--- src/rtl/hack_exec_ctrl_if.sv ---
// Bus bundle between the Hack execute-stage sequencer and its environment:
// instruction handshake, ALU operand/result, data memory, jump and status.
interface hack_exec_ctrl_if #(
    parameter int ADDR_W = 15
);
    logic [15:0]       instr;
    logic              instr_valid;
    logic              instr_ready;
    logic [15:0]       alu_x;
    logic [15:0]       alu_y;
    logic              alu_zx, alu_nx, alu_zy, alu_ny, alu_f, alu_no;
    logic [15:0]       alu_out;
    logic [ADDR_W-1:0] mem_addr;
    logic              mem_rd;
    logic [15:0]       mem_rdata;
    logic              mem_we;
    logic [15:0]       mem_wdata;
    logic              jump_valid;
    logic [15:0]       jump_target;
    logic              zr, ng;
    logic [15:0]       reg_a, reg_d;

    // master: the execute stage itself
    modport master (
        input  instr, instr_valid, alu_out, mem_rdata,
        output instr_ready, alu_x, alu_y, alu_zx, alu_nx, alu_zy, alu_ny,
               alu_f, alu_no, mem_addr, mem_rd, mem_we, mem_wdata,
               jump_valid, jump_target, zr, ng, reg_a, reg_d
    );

    // slave: the surrounding pipeline, ALU and data memory
    modport slave (
        output instr, instr_valid, alu_out, mem_rdata,
        input  instr_ready, alu_x, alu_y, alu_zx, alu_nx, alu_zy, alu_ny,
               alu_f, alu_no, mem_addr, mem_rd, mem_we, mem_wdata,
               jump_valid, jump_target, zr, ng, reg_a, reg_d
    );
endinterface

--- src/rtl/hack_exec_ctrl.sv ---
// Hack execute-stage sequencer: holds A/D, fetches M, drives the ALU, writes back, jumps.
// Optional HACK_STRICT_DECODE_EN: discards C-instructions with instr[14:13] != 2'b11, flags illegal_op.
module hack_exec_ctrl #(
    parameter int ADDR_W  = 15,
    parameter int MEM_LAT = 1
) (
    input  logic               clk,
    input  logic               reset,
    hack_exec_ctrl_if.master   bus
`ifdef HACK_STRICT_DECODE_EN
    ,
    output logic               illegal_op
`endif
);
    localparam int CNT_W = (MEM_LAT > 1) ? $clog2(MEM_LAT) : 1;
    localparam logic [CNT_W-1:0] LAT_LAST = CNT_W'(MEM_LAT - 1);

    typedef enum logic [1:0] {IDLE, MREAD, EXEC, WB} state_t;

    state_t           state_q, state_d;
    logic [15:0]      a_q, a_d, d_q, d_d, m_q, m_d, res_q, res_d;
    logic [12:0]      ir_q, ir_d;   // a, c, d, j fields of the latched C-instruction
    logic             zr_q, zr_d, ng_q, ng_d;
    logic [CNT_W-1:0] lat_q, lat_d;
    logic             illegal_q, illegal_d;
    logic             take_jump;

    always_ff @(posedge clk or posedge reset) begin
        if (reset) begin
            state_q   <= IDLE;
            a_q       <= '0;
            d_q       <= '0;
            m_q       <= '0;
            res_q     <= '0;
            ir_q      <= '0;
            zr_q      <= 1'b0;
            ng_q      <= 1'b0;
            lat_q     <= '0;
            illegal_q <= 1'b0;
        end else begin
            state_q   <= state_d;
            a_q       <= a_d;
            d_q       <= d_d;
            m_q       <= m_d;
            res_q     <= res_d;
            ir_q      <= ir_d;
            zr_q      <= zr_d;
            ng_q      <= ng_d;
            lat_q     <= lat_d;
            illegal_q <= illegal_d;
        end
    end

    // Flags were captured at the end of EXEC, so they are stable throughout WB
    assign take_jump = (ir_q[2] & ng_q) | (ir_q[1] & zr_q) | (ir_q[0] & ~ng_q & ~zr_q);

    always_comb begin
        state_d   = state_q;
        a_d       = a_q;
        d_d       = d_q;
        m_d       = m_q;
        res_d     = res_q;
        ir_d      = ir_q;
        zr_d      = zr_q;
        ng_d      = ng_q;
        lat_d     = lat_q;
        illegal_d = illegal_q;

        bus.instr_ready = 1'b0;
        bus.alu_x       = '0;
        bus.alu_y       = '0;
        {bus.alu_zx, bus.alu_nx, bus.alu_zy, bus.alu_ny, bus.alu_f, bus.alu_no} = 6'b0;
        bus.mem_addr    = a_q[ADDR_W-1:0];
        bus.mem_rd      = 1'b0;
        bus.mem_we      = 1'b0;
        bus.mem_wdata   = '0;
        bus.jump_valid  = 1'b0;
        bus.jump_target = '0;

        unique case (state_q)
            IDLE: begin
                bus.instr_ready = 1'b1;
                if (bus.instr_valid) begin
                    if (!bus.instr[15]) begin
                        a_d = {1'b0, bus.instr[14:0]};
`ifdef HACK_STRICT_DECODE_EN
                    end else if (bus.instr[14:13] != 2'b11) begin
                        illegal_d = 1'b1;
`endif
                    end else begin
                        ir_d    = bus.instr[12:0];
                        lat_d   = '0;
                        state_d = bus.instr[12] ? MREAD : EXEC;
                    end
                end
            end
            MREAD: begin
                bus.mem_rd = (lat_q == '0);
                if (lat_q == LAT_LAST) begin
                    m_d     = bus.mem_rdata;
                    state_d = EXEC;
                end else begin
                    lat_d = lat_q + CNT_W'(1);
                end
            end
            EXEC: begin
                bus.alu_x = d_q;
                bus.alu_y = ir_q[12] ? m_q : a_q;
                {bus.alu_zx, bus.alu_nx, bus.alu_zy, bus.alu_ny, bus.alu_f, bus.alu_no} = ir_q[11:6];
                res_d   = bus.alu_out;
                zr_d    = (bus.alu_out == 16'd0);
                ng_d    = bus.alu_out[15];
                state_d = WB;
            end
            WB: begin
                if (ir_q[4]) d_d = res_q;
                if (ir_q[5]) a_d = res_q;
                if (ir_q[3]) begin
                    bus.mem_we    = 1'b1;
                    bus.mem_wdata = res_q;
                end
                if (take_jump) begin
                    bus.jump_valid  = 1'b1;
                    bus.jump_target = a_q;
                end
                state_d = IDLE;
            end
            default: state_d = IDLE;
        endcase
    end

    assign bus.zr    = zr_q;
    assign bus.ng    = ng_q;
    assign bus.reg_a = a_q;
    assign bus.reg_d = d_q;

`ifdef HACK_STRICT_DECODE_EN
    assign illegal_op = illegal_q;
`endif

endmodule

--- src/flat_wrapper.sv ---
// flat-port wrapper written by rule: the top's interface ports become plain ports
module hack_exec_ctrl_flat 
#(
    parameter int ADDR_W  = 15,
    parameter int MEM_LAT = 1
)
  (clk, reset, bus_instr, bus_instr_valid, bus_alu_out, bus_mem_rdata, bus_instr_ready, bus_alu_x, bus_alu_y, bus_alu_zx, bus_alu_nx, bus_alu_zy, bus_alu_ny, bus_alu_f, bus_alu_no, bus_mem_addr, bus_mem_rd, bus_mem_we, bus_mem_wdata, bus_jump_valid, bus_jump_target, bus_zr, bus_ng, bus_reg_a, bus_reg_d);
  hack_exec_ctrl_if #(.ADDR_W(ADDR_W)) bus_i ();
  input  logic clk;
  input  logic reset;
  input wire logic [$bits(bus_i.instr)-1:0] bus_instr;
  input wire logic [$bits(bus_i.instr_valid)-1:0] bus_instr_valid;
  input wire logic [$bits(bus_i.alu_out)-1:0] bus_alu_out;
  input wire logic [$bits(bus_i.mem_rdata)-1:0] bus_mem_rdata;
  output wire logic [$bits(bus_i.instr_ready)-1:0] bus_instr_ready;
  output wire logic [$bits(bus_i.alu_x)-1:0] bus_alu_x;
  output wire logic [$bits(bus_i.alu_y)-1:0] bus_alu_y;
  output wire logic [$bits(bus_i.alu_zx)-1:0] bus_alu_zx;
  output wire logic [$bits(bus_i.alu_nx)-1:0] bus_alu_nx;
  output wire logic [$bits(bus_i.alu_zy)-1:0] bus_alu_zy;
  output wire logic [$bits(bus_i.alu_ny)-1:0] bus_alu_ny;
  output wire logic [$bits(bus_i.alu_f)-1:0] bus_alu_f;
  output wire logic [$bits(bus_i.alu_no)-1:0] bus_alu_no;
  output wire logic [$bits(bus_i.mem_addr)-1:0] bus_mem_addr;
  output wire logic [$bits(bus_i.mem_rd)-1:0] bus_mem_rd;
  output wire logic [$bits(bus_i.mem_we)-1:0] bus_mem_we;
  output wire logic [$bits(bus_i.mem_wdata)-1:0] bus_mem_wdata;
  output wire logic [$bits(bus_i.jump_valid)-1:0] bus_jump_valid;
  output wire logic [$bits(bus_i.jump_target)-1:0] bus_jump_target;
  output wire logic [$bits(bus_i.zr)-1:0] bus_zr;
  output wire logic [$bits(bus_i.ng)-1:0] bus_ng;
  output wire logic [$bits(bus_i.reg_a)-1:0] bus_reg_a;
  output wire logic [$bits(bus_i.reg_d)-1:0] bus_reg_d;
  assign bus_i.instr = bus_instr;
  assign bus_i.instr_valid = bus_instr_valid;
  assign bus_i.alu_out = bus_alu_out;
  assign bus_i.mem_rdata = bus_mem_rdata;
  assign bus_instr_ready = bus_i.instr_ready;
  assign bus_alu_x = bus_i.alu_x;
  assign bus_alu_y = bus_i.alu_y;
  assign bus_alu_zx = bus_i.alu_zx;
  assign bus_alu_nx = bus_i.alu_nx;
  assign bus_alu_zy = bus_i.alu_zy;
  assign bus_alu_ny = bus_i.alu_ny;
  assign bus_alu_f = bus_i.alu_f;
  assign bus_alu_no = bus_i.alu_no;
  assign bus_mem_addr = bus_i.mem_addr;
  assign bus_mem_rd = bus_i.mem_rd;
  assign bus_mem_we = bus_i.mem_we;
  assign bus_mem_wdata = bus_i.mem_wdata;
  assign bus_jump_valid = bus_i.jump_valid;
  assign bus_jump_target = bus_i.jump_target;
  assign bus_zr = bus_i.zr;
  assign bus_ng = bus_i.ng;
  assign bus_reg_a = bus_i.reg_a;
  assign bus_reg_d = bus_i.reg_d;
  hack_exec_ctrl #(.ADDR_W(ADDR_W), .MEM_LAT(MEM_LAT)) u_core (.clk(clk), .reset(reset), .bus(bus_i));
endmodule
--- config.mk ---
export PLATFORM = sky130hd
export DESIGN_NAME = hack_exec_ctrl_flat
export DESIGN_NICKNAME = d
export VERILOG_FILES = /design/src/rtl/hack_exec_ctrl_if.sv /design/src/rtl/hack_exec_ctrl.sv /design/src/flat_wrapper.sv
export SDC_FILE = /design/constraint.sdc
export NUM_CORES = 1
export LEC_CHECK = 0
export BUFFER_PORTS_ARGS = -buffer_cell sky130_fd_sc_hd__buf_4
export CELL_PAD_IN_SITES_DETAIL_PLACEMENT = 1
export CELL_PAD_IN_SITES_GLOBAL_PLACEMENT = 2
export CORE_MARGIN = 2
export CORE_UTILIZATION = 32
export CTS_CLUSTER_DIAMETER = 120
export CTS_CLUSTER_SIZE = 40
export DETAILED_ROUTE_END_ITERATION = 8
export PLACE_DENSITY = 0.95
export SKIP_CTS_REPAIR_TIMING = 1
export SLEW_MARGIN = 20
export SYNTH_ARGS = -nofsm -noshare
export SYNTH_HDL_FRONTEND = slang
export SYNTH_SLANG_ARGS = --single-unit
--- constraint.sdc ---
create_clock -name clk -period 5.7 [get_ports clk]
set_clock_uncertainty 0.1 [all_clocks]
set_input_delay 1.14 -clock clk [delete_from_list [all_inputs] [get_ports clk]]
set_output_delay 1.14 -clock clk [all_outputs]
set_load 0.01 [all_outputs]
==> results of run 1 <==
[final cells by class]
type                       count  area (um2)
sequential                    80        2000
timing repair buffer         176        1330
multi-input combinational    209        1900
fill                        1381        6810
tap                          172         215
clock buffer                  11         243
clock inverter                 5         104
inverter                       6        23.8
[synth_stat cells (all sizes together) (2+ instances only)]
| cell | instances |
|---|---|
| a21boi | 2 |
| and2 | 39 |
| and3 | 16 |
| buf | 24 |
| clkbuf | 10 |
| dfrtp | 80 |
| ha | 5 |
| inv | 6 |
| mux2 | 89 |
| mux2i | 20 |
| nand2 | 6 |
| nand3 | 2 |
| nor2b | 16 |
| nor4 | 3 |
| o21ai | 4 |
[layer usage]
layer  vias to the layer above  share of wire, %  global-route usage [%]
met5                         -                 0                       0
li1                       1427                 -                       -
met4                         0               1.3                    6.10
met2                       114                51                    29.5
met3                        11               6.3                    4.31
met1                      1564                42                    20.3
[logic make-up after synthesis]
family	Yosys count	synth area share, %
DFF	80	48.3
AOI/OAI and AO/OA	9	1.66
buffers and inverters	40	5.92
adders and majority gates	5	1.51
and+or+nand+nor	86	12.7
muxes	109	29.9
[path summary, 6_finish.rpt]
path,start,cells after the start,to,slack (ps)
min,u_core.m_q[7]$_DFFE_PP0P_,1,u_core.m_q[7]$_DFFE_PP0P_,410
max,u_core.res_q[15]$_DFFE_PP0P_,4,bus_jump_target[12],2270
min in group asynchronous,reset,3,u_core.bus.reg_d[9]$_DFFE_PP0P_,900
max in group asynchronous,reset,3,u_core.m_q[3]$_DFFE_PP0P_,4100
min reg2reg,u_core.m_q[7]$_DFFE_PP0P_,1,u_core.m_q[7]$_DFFE_PP0P_,410
max reg2reg,u_core.state_q[1]$_DFFE_PP0P_,5,u_core.bus.reg_a[14]$_DFFE_PP0P_,3380
[sequential cells by signal (all words and copies together), names as in the netlist]
signal,cells
u_core.ir_q,13
u_core.state_q,2
u_core.bus.reg_d,16
u_core.bus.zr,1
u_core.m_q,16
u_core.bus.reg_a,16
u_core.res_q,16
[metrics by stage]
step	util [%]	total power, uW
finish	46.0	3490
floorplan	-	2160
global route	46.0	3710
detailed placement	43.3	2860
global placement	43.3	2790
CTS	46.0	3550
[where the power goes]
| part | switching (uW) | internal [uW] | total, uW |
|---|---|---|---|
| Sequential | 314 | 860 | 1170 |
| Combinational | 687 | 960 | 1650 |
| Clock | 230 | 440 | 670 |
==> summary.txt, run 1 <==
Outcome
  • Outcome: completed

Route
  • Total Wirelength: between 10 and 15 mm
  • Drt drc: 0
  • Vias post-DR: roughly 3100
  • Router iterations before antenna repair: 4
  • WL/cell: ~18 um
  • Initial DRC count: 62
  • ANT nets after route: 0
  • Vias per cell: around 4.7

Worst setup path
  • Worst path cell trace: or3b_1 > a21boi_2 > and2_1 > buf_4
  • Slowest CP cell: a21boi_2
  • Worst path bufs/invs: 1
  • CP startpoint kind: register
  • Crit path capture type: primary output
  • CP Class: reg2out
  • Peak fanout along the critical path: 17
  • CP required: 4460 ps
  • Delay-heaviest family, CP: simple AND/OR/NAND/NOR gates
  • Largest stage delay on the critical path: 620 ps
  • Data arrival, critical path: 2190 ps

STA
  • Slew headroom: ~30%
  • Worst slew pin tran: 1050 ps
  • Worst hold slack: 406 ps
  • Final Cycle Share: about three fifths
  • Sum Neg Setup Slack: 0 ps
  • Max frequency: slightly below 300 MHz
  • Final hold vios: 0
  • Setup WS post-layout: 2270 ps
  • Final setup viols: 0
  • Count of final max-slew check failures: 0
  • Tmin final: approximately 3400 ps
  • Unrepaired setup endpoints after global routing: no

GRT
  • Initial antenna violation count: 0
  • Grt total ovfl: 0
  • Largest net degree at the start of global routing: 81
  • Vias in the first global route: between 3000 and 4000
  • First-pass GRT wire length: around 19 mm
  • Total GRT Usage: between 10% and 20%

Final layout
  • Commonest non-fill, non-tap cells in the layout: 175 x buf_4, 80 x mux2_2, 80 x dfrtp_1
  • Layout cells sized above 1: between 50 and 60%
  • Layout net count: 538
  • ANT cells: 0
  • Area Growth Syn to Fin: 40.3%
  • Final non-filler cell total: ~660
  • Fin area: ~0.0058 mm2
  • Leading cell type in the layout, fill and taps excluded: buf_4

Clock network
  • CTS Root Cell: clkbuf_16
  • Clock slew at reported path FFs: about 60 ps
  • CTS Buf Count: 9
  • CTS tree: done
  • Worst-Skew Late Latency: about 330 ps
  • Number of H-tree levels: 3
  • Clock sink total: 80
  • CTS max path bufs: 2

Place
  • Placed Instances: 643
  • Gpl congestion: 0.746
  • Placed Area: ~0.0055 mm2
  • PortBufs: 173
  • Post-DP HPWL: about 8.4 mm
  • Pre-CTS WS: between 2000 and 3000 ps

Synthesis
  • Synth cell types: 28
  • Top cell type's share of synthesized area: between 40% and 50%
  • Gate Count Post-Synth: roughly 330
  • Synth top area cells: dfrtp_1 48%, mux2_2 22%, and2_1 5.9%, mux2i_1 4.6%, mux2_4 3.3%
  • Yosys top cell by area: dfrtp_1
  • Post-synthesis sequential area ratio: between 40% and 50%
  • Syn_nets: roughly 390
  • Synth Flop Type: dfrtp_1
  • Post-synth EDFFs: 0
  • Cell area after synthesis: around 0.0041 mm2
  • Async SR Flop Fraction: 100%
  • FF+latch count, synth: 80
  • Synthesis warning total: 0
  • Mean Syn Cell Area: ~13 um2

Floorplan
  • Rows: 41
  • DIE AREA: approximately 0.014 mm2
  • Die X: around 120 um
  • Initial core utilization: approximately a third
  • Die Y: about 120 um
  • Area of the core: 0.0126 mm2
  • IO Count: between 150 and 200

Power and ir drop
  • Leak: approximately 0.0028 uW
  • Power Dens Cells: about 600 mW/mm2
  • Max rail drop VDD: 0.254 mV

Hold path
  • HP Class: reg2reg

Run
  • Max cap viols: 0
Power figures use the tool's default switching activity.
==> run 2, diff against run 1 <==
Settings changed: CORE_UTILIZATION 32 to 27, PLACE_DENSITY 0.95 to 0.87.
Clock period 5.7 ns to 2.9 ns, I/O delays scaled along.
==> run 2 against run 1 <==
Compared with the run above: critical path depth grew 1; critical endpoint is now bus_alu_ny; flip-flop and latch count is the same; critical path type unchanged; largest power group unchanged; clock power grew 82%; non-clock buffer count grew 4; sequential share of layout area shrank 0.27 points.
==> summary.txt, run 2 (synthesis results as in run 1) <==
Worst setup path
  • Worst r2r path cells: 5
  • CP Class: reg2out
  • Largest stage delay on the critical path: approximately 440 ps
  • R2R Path Start: u_core.state_q[0]$_DFFE_PP0P_
  • R2R Setup Slk: roughly 650 ps
  • Worst path cell trace: inv_1 > ha_2 > buf_12 > and2_1 > buf_4
  • CP startpoint kind: register
  • Data arrival, critical path: 1910 ps
  • Slowest CP cell: ha_2
  • Beginning of the critical path: u_core.state_q[0]$_DFFE_PP0P_
  • FF-to-FF End: u_core.bus.reg_a[0]$_DFFE_PP0P_
  • CP required: between 2000 and 2500 ps
  • Peak fanout along the critical path: 41
  • Crit path capture type: primary output

Floorplan
  • Rows: 45
  • DIE AREA: about 0.016 mm2
  • Initial core utilization: a little over a quarter
  • Die X: 128 um
  • Area of the core: roughly 0.015 mm2
  • Die Y: between 100 and 150 um
  • IO Count: approximately 170

GRT
  • Grt total ovfl: 0
  • Initial antenna violation count: 0
  • Largest net degree at the start of global routing: 45
  • Total GRT Usage: between 10% and 20%
  • Vias in the first global route: approximately 3300
  • First-pass GRT wire length: ~19 mm

Final layout
  • Fin area: roughly 0.0059 mm2
  • Area Growth Syn to Fin: 41.3%
  • ANT cells: 0
  • Layout cells sized above 1: approximately three fifths
  • Layout net count: around 540
  • Commonest non-fill, non-tap cells in the layout: 178 x buf_4, 80 x mux2_2, 80 x dfrtp_1
  • Fillers: 1649
  • Leading cell type in the layout, fill and taps excluded: buf_4

Clock network
  • CTS Root Cell: clkbuf_16
  • CTS max path bufs: 2
  • Number of H-tree levels: 3
  • CTS Buf Count: 9
  • Clock slew at reported path FFs: 60 ps
  • Worst-Skew Late Latency: approximately 340 ps
  • CTS tree: done
  • Clock sink total: 80

Power and ir drop
  • Max rail drop VDD: 0.381 mV
  • Leak: about 0.0028 uW
  • Switching Power: around 2500 uW
  • Sw frac: 36.1%
  • Power share of the combinational group: between 40% and 50%
  • Clk pwr share: between 15 and 20%
  • Int Pwr: approximately 4400 uW
  • Power Dens Cells: roughly 1200 mW/mm2
  • Flop pwr share: between 30% and 40%

Route
  • Total Wirelength: roughly 12 mm
  • ANT nets after route: 0
  • Vias post-DR: approximately 3100
  • Initial DRC count: 70
  • Router iterations before antenna repair: 4
  • Drt drc: 0
  • Vias per cell: approximately 4.5
  • WL/cell: about 18 um

STA
  • Max frequency: just under 400 MHz
  • Slew headroom: between 50% and 60%
  • Final hold vios: 0
  • Unrepaired setup endpoints after global routing: no
  • Worst slew pin tran: 746 ps
  • Final setup viols: 0
  • Count of final max-slew check failures: 0
  • Tmin final: 2590 ps
  • Sum Neg Setup Slack: 0 ps
  • Final Cycle Share: about nine tenths

Place
  • PortBufs: 173
  • Post-DP HPWL: between 9 and 10 mm
  • Gpl congestion: between 0.6 and 0.7
  • Placed Area: roughly 0.0055 mm2

Hold path
  • HP Class: in2async

Outcome
  • Outcome: completed

Run
  • Max cap viols: 0
run 2: changes by cell type in the layout (fill, tap and decap cells not counted), sizes merged:
cell / previous run / this run
clkinvlp: 0 / 1
clkinv: 3 / 4
clkbuf: 11 / 9
inv: 5 / 6
buf: 176 / 180
bufinv: 3 / 2
run 2: how the worst max path moves through the flow:
| stage | depth (start not counted) | end | slack [ps] |
|---|---|---|---|
| 3_3_place_gp | 5 | bus_alu_no | 710 |
| 4_1_cts | 5 | bus_alu_x[5] | 270 |
| 6_report | 5 | bus_alu_ny | 310 |
| 2_1_floorplan | 1 | u_core.bus.reg_a[0]$_DFFE_PP0P_ | 170 |
| 3_5_place_dp | 5 | bus_alu_x[5] | 650 |
| 5_1_grt | 5 | bus_alu_nx | 170 |
run 2: per-stage QoR:
stage	instances	hold slack, ps	power [uW]	util, %	setup slack [ps]
floorplan	329	369	4260	-	168
global placement	663	371	5580	36.7	711
detailed placement	663	390	5720	36.7	655
CTS	679	262	6980	38.8	274
global route	679	286	7320	38.8	168
finish	679	234	6840	38.8	313
run 2: layout make-up:
cell class | instances | area (um2) | area share, %
Timing Repair Buffer | 180 | 1380 | 23.5
Multi-Input combinational cell | 209 | 1900 | 32.4
Clock inverter | 7 | 95.1 | 1.62
Clock buffer | 9 | 225 | 3.85
Tap cell | 188 | 235 | 4.02
Inverter | 6 | 23.8 | 0.406
Sequential cell | 80 | 2000 | 34.2
run 2: routing by layer:
layer	global-route usage (%)	part of all wire (%)	wire length, um
met1	19.4	44	5340
met2	25.6	49	5970
met3	3.67	6.4	781
met4	5.43	1.3	165
met5	0	0	0
run 2: power by group through the flow:
stage | Clock, uW | Sequential (uW) | Combinational [uW]
3_3_place_gp | 0 | 2260 | 3320
4_1_cts | 1260 | 2300 | 3420
2_1_floorplan | 0 | 2150 | 2110
6_report | 1220 | 2270 | 3350
3_5_place_dp | 0 | 2310 | 3410
5_1_grt | 1310 | 2380 | 3640
run 2: worst max-delay path, delay by kind of cell (launching register included):
family | cells | cell delay [ps]
buf+inv | 3 | 510
fa+ha+maj | 1 | 440
flops | 1 | 430
simple gates | 1 | 170
==> run 3, diff against run 2 <==
Settings changed: CORE_UTILIZATION 27 to 30, PLACE_DENSITY 0.87 to 0.91.
Clock period 2.9 ns to 2.7 ns, I/O delays scaled along.
==> run 3 against run 2 <==
Compared with the run above: critical path depth unchanged; count of clock-buffer cells in the layout rose by 2; final cell count is 1.3% lower; die area down 9.7%; setup slack worse by 63 ps; total power up 7.4%; routed wire length decreased by 5.2%; flip-flop and latch count unchanged; combinational power grew 7.8%; register-to-register slack worse by 30 ps; sequential power increased by 7%; first-iteration DRC count increased by 16%; critical endpoint is now bus_jump_target[5]; largest cell class unchanged.
==> summary.txt, run 3 (synthesis results as in run 1) <==
STA
  • Tmin final: 2450 ps
  • Setup WS post-layout: around 250 ps
  • Final hold vios: 0
  • Final Cycle Share: between 90% and 100%
  • Worst slew pin tran: 772 ps
  • Max frequency: 408 MHz
  • Final setup viols: 0
  • Sum Neg Setup Slack: 0 ps
  • Unrepaired setup endpoints after global routing: no
  • Count of final max-slew check failures: 0
  • Slew headroom: just under 50%

Floorplan
  • Die X: 122 um
  • Initial core utilization: between 30% and 40%
  • IO Count: roughly 170
  • Area of the core: approximately 0.013 mm2
  • Die Y: between 100 and 150 um
  • Rows: between 40 and 50
  • DIE AREA: around 0.015 mm2

Clock network
  • CTS max path bufs: 2
  • Clock slew at reported path FFs: 60 ps
  • CTS Root Cell: clkbuf_16
  • CTS Buf Count: 9
  • Clock sink total: 80
  • Worst-Skew Late Latency: about 330 ps
  • CTS tree: done
  • Number of H-tree levels: 3

Power and ir drop
  • Int Pwr: ~4800 uW
  • Flop pwr share: between 30% and 40%
  • Power share of the combinational group: between 40 and 50%
  • Switching Power: approximately 2600 uW
  • Clk pwr share: around 18%
  • Leak: ~0.0029 uW
  • Max rail drop VDD: 0.475 mV
  • Pwr Total: ~7300 uW
  • Sw frac: between 30% and 40%
  • Power Dens Cells: approximately 1300 mW/mm2

Route
  • WL/cell: about 17 um
  • Total Wirelength: roughly 12 mm
  • Vias per cell: 4.62
  • Initial DRC count: 81
  • Router iterations before antenna repair: 4
  • Vias post-DR: 3095
  • Drt drc: 0
  • ANT nets after route: 0

Outcome
  • Outcome: completed

Run
  • Max cap viols: 0

Worst setup path
  • CP required: slightly above 2000 ps
  • Crit path capture type: primary output
  • CP Class: reg2out
  • Worst r2r path cells: 4
  • CP startpoint kind: register
  • Data arrival, critical path: between 1500 and 2000 ps
  • Beginning of the critical path: u_core.res_q[15]$_DFFE_PP0P_
  • R2R Path Start: u_core.state_q[0]$_DFFE_PP0P_
  • Peak fanout along the critical path: 17

Final layout
  • Commonest non-fill, non-tap cells in the layout: 180 x buf_4, 80 x mux2_2, 80 x dfrtp_1
  • Fin area: around 0.0059 mm2
  • Area Growth Syn to Fin: 41.9%
  • Leading cell type in the layout, fill and taps excluded: buf_4
  • Fillers: around 1400
  • Layout cells sized above 1: approximately 59%
  • ANT cells: 0
  • Layout net count: between 500 and 600

GRT
  • Largest net degree at the start of global routing: between 50 and 60
  • Grt total ovfl: 0
  • Total GRT Usage: 16.3%
  • Initial antenna violation count: 0
  • First-pass GRT wire length: 18.5 mm
  • Vias in the first global route: 3373

Place
  • PortBufs: between 150 and 200
  • Placed Area: 0.00556 mm2
  • Pre-CTS WS: 582 ps
  • Post-DP HPWL: 8.90 mm
  • Gpl congestion: between 0.7 and 0.8

Hold path
  • HP Class: in2async
-- run 3: power by group through the flow --
stage               Combinational, uW  Clock, uW  Sequential, uW
finish                           3610       1310            2430
global route                     3920       1410            2550
CTS                              3680       1350            2450
detailed placement               3670          0            2470
global placement                 3580          0            2440
floorplan                        2260          0            2310
-- run 3: critical path, stage by stage (launching register included) --
cell,delay (ps)
dfrtp_1,440
or3b_1,410
a21boi_2,140
buf_4,220
and2_1,160
buf_4,120
-- run 3: worst paths after layout --
check                                                   end  slack (ps)
max                                      bus_jump_target[5]         250
min                        u_core.bus.reg_d[13]$_DFFE_PP0P_         210
max reg2reg                u_core.bus.reg_d[13]$_DFFE_PP0P_         620
min reg2reg                      u_core.ir_q[9]$_DFFE_PP0P_         410
max in group asynchronous   u_core.bus.reg_a[1]$_DFFE_PP0P_        1610
min in group clk                  u_core.m_q[9]$_DFFE_PP0P_         340
-- run 3: metal layers --
metal | wire length, um | GRT usage [%] | vias to the layer above | part of all wire, %
li1 | - | - | 1438 | -
met1 | 4890 | 20.3 | 1523 | 42
met2 | 5770 | 27.9 | 119 | 50
met3 | 783 | 4.18 | 15 | 6.7
met4 | 167 | 4.74 | 0 | 1.4
met5 | 0 | 0 | - | 0
-- run 3: final cells by class --
| class | count | area [um2] | area share, % |
|---|---|---|---|
| Sequential cell | 80 | 2000 | 34.1 |
| Multi-Input combinational cell | 209 | 1900 | 32.3 |
| Clock inverter | 5 | 80.1 | 1.36 |
| Tap cell | 176 | 220 | 3.75 |
| Timing Repair Buffer | 183 | 1410 | 24.0 |
| Clock buffer | 11 | 243 | 4.13 |
| Inverter | 6 | 23.8 | 0.404 |
-- run 3: per-stage QoR --
stage / util [%] / cells / hold slack [ps]
floorplan: - / 329 / 369
global placement: 41.6 / 654 / 384
detailed placement: 41.6 / 654 / 392
CTS: 44.0 / 670 / 247
global route: 44.0 / 670 / 265
finish: 44.0 / 670 / 214
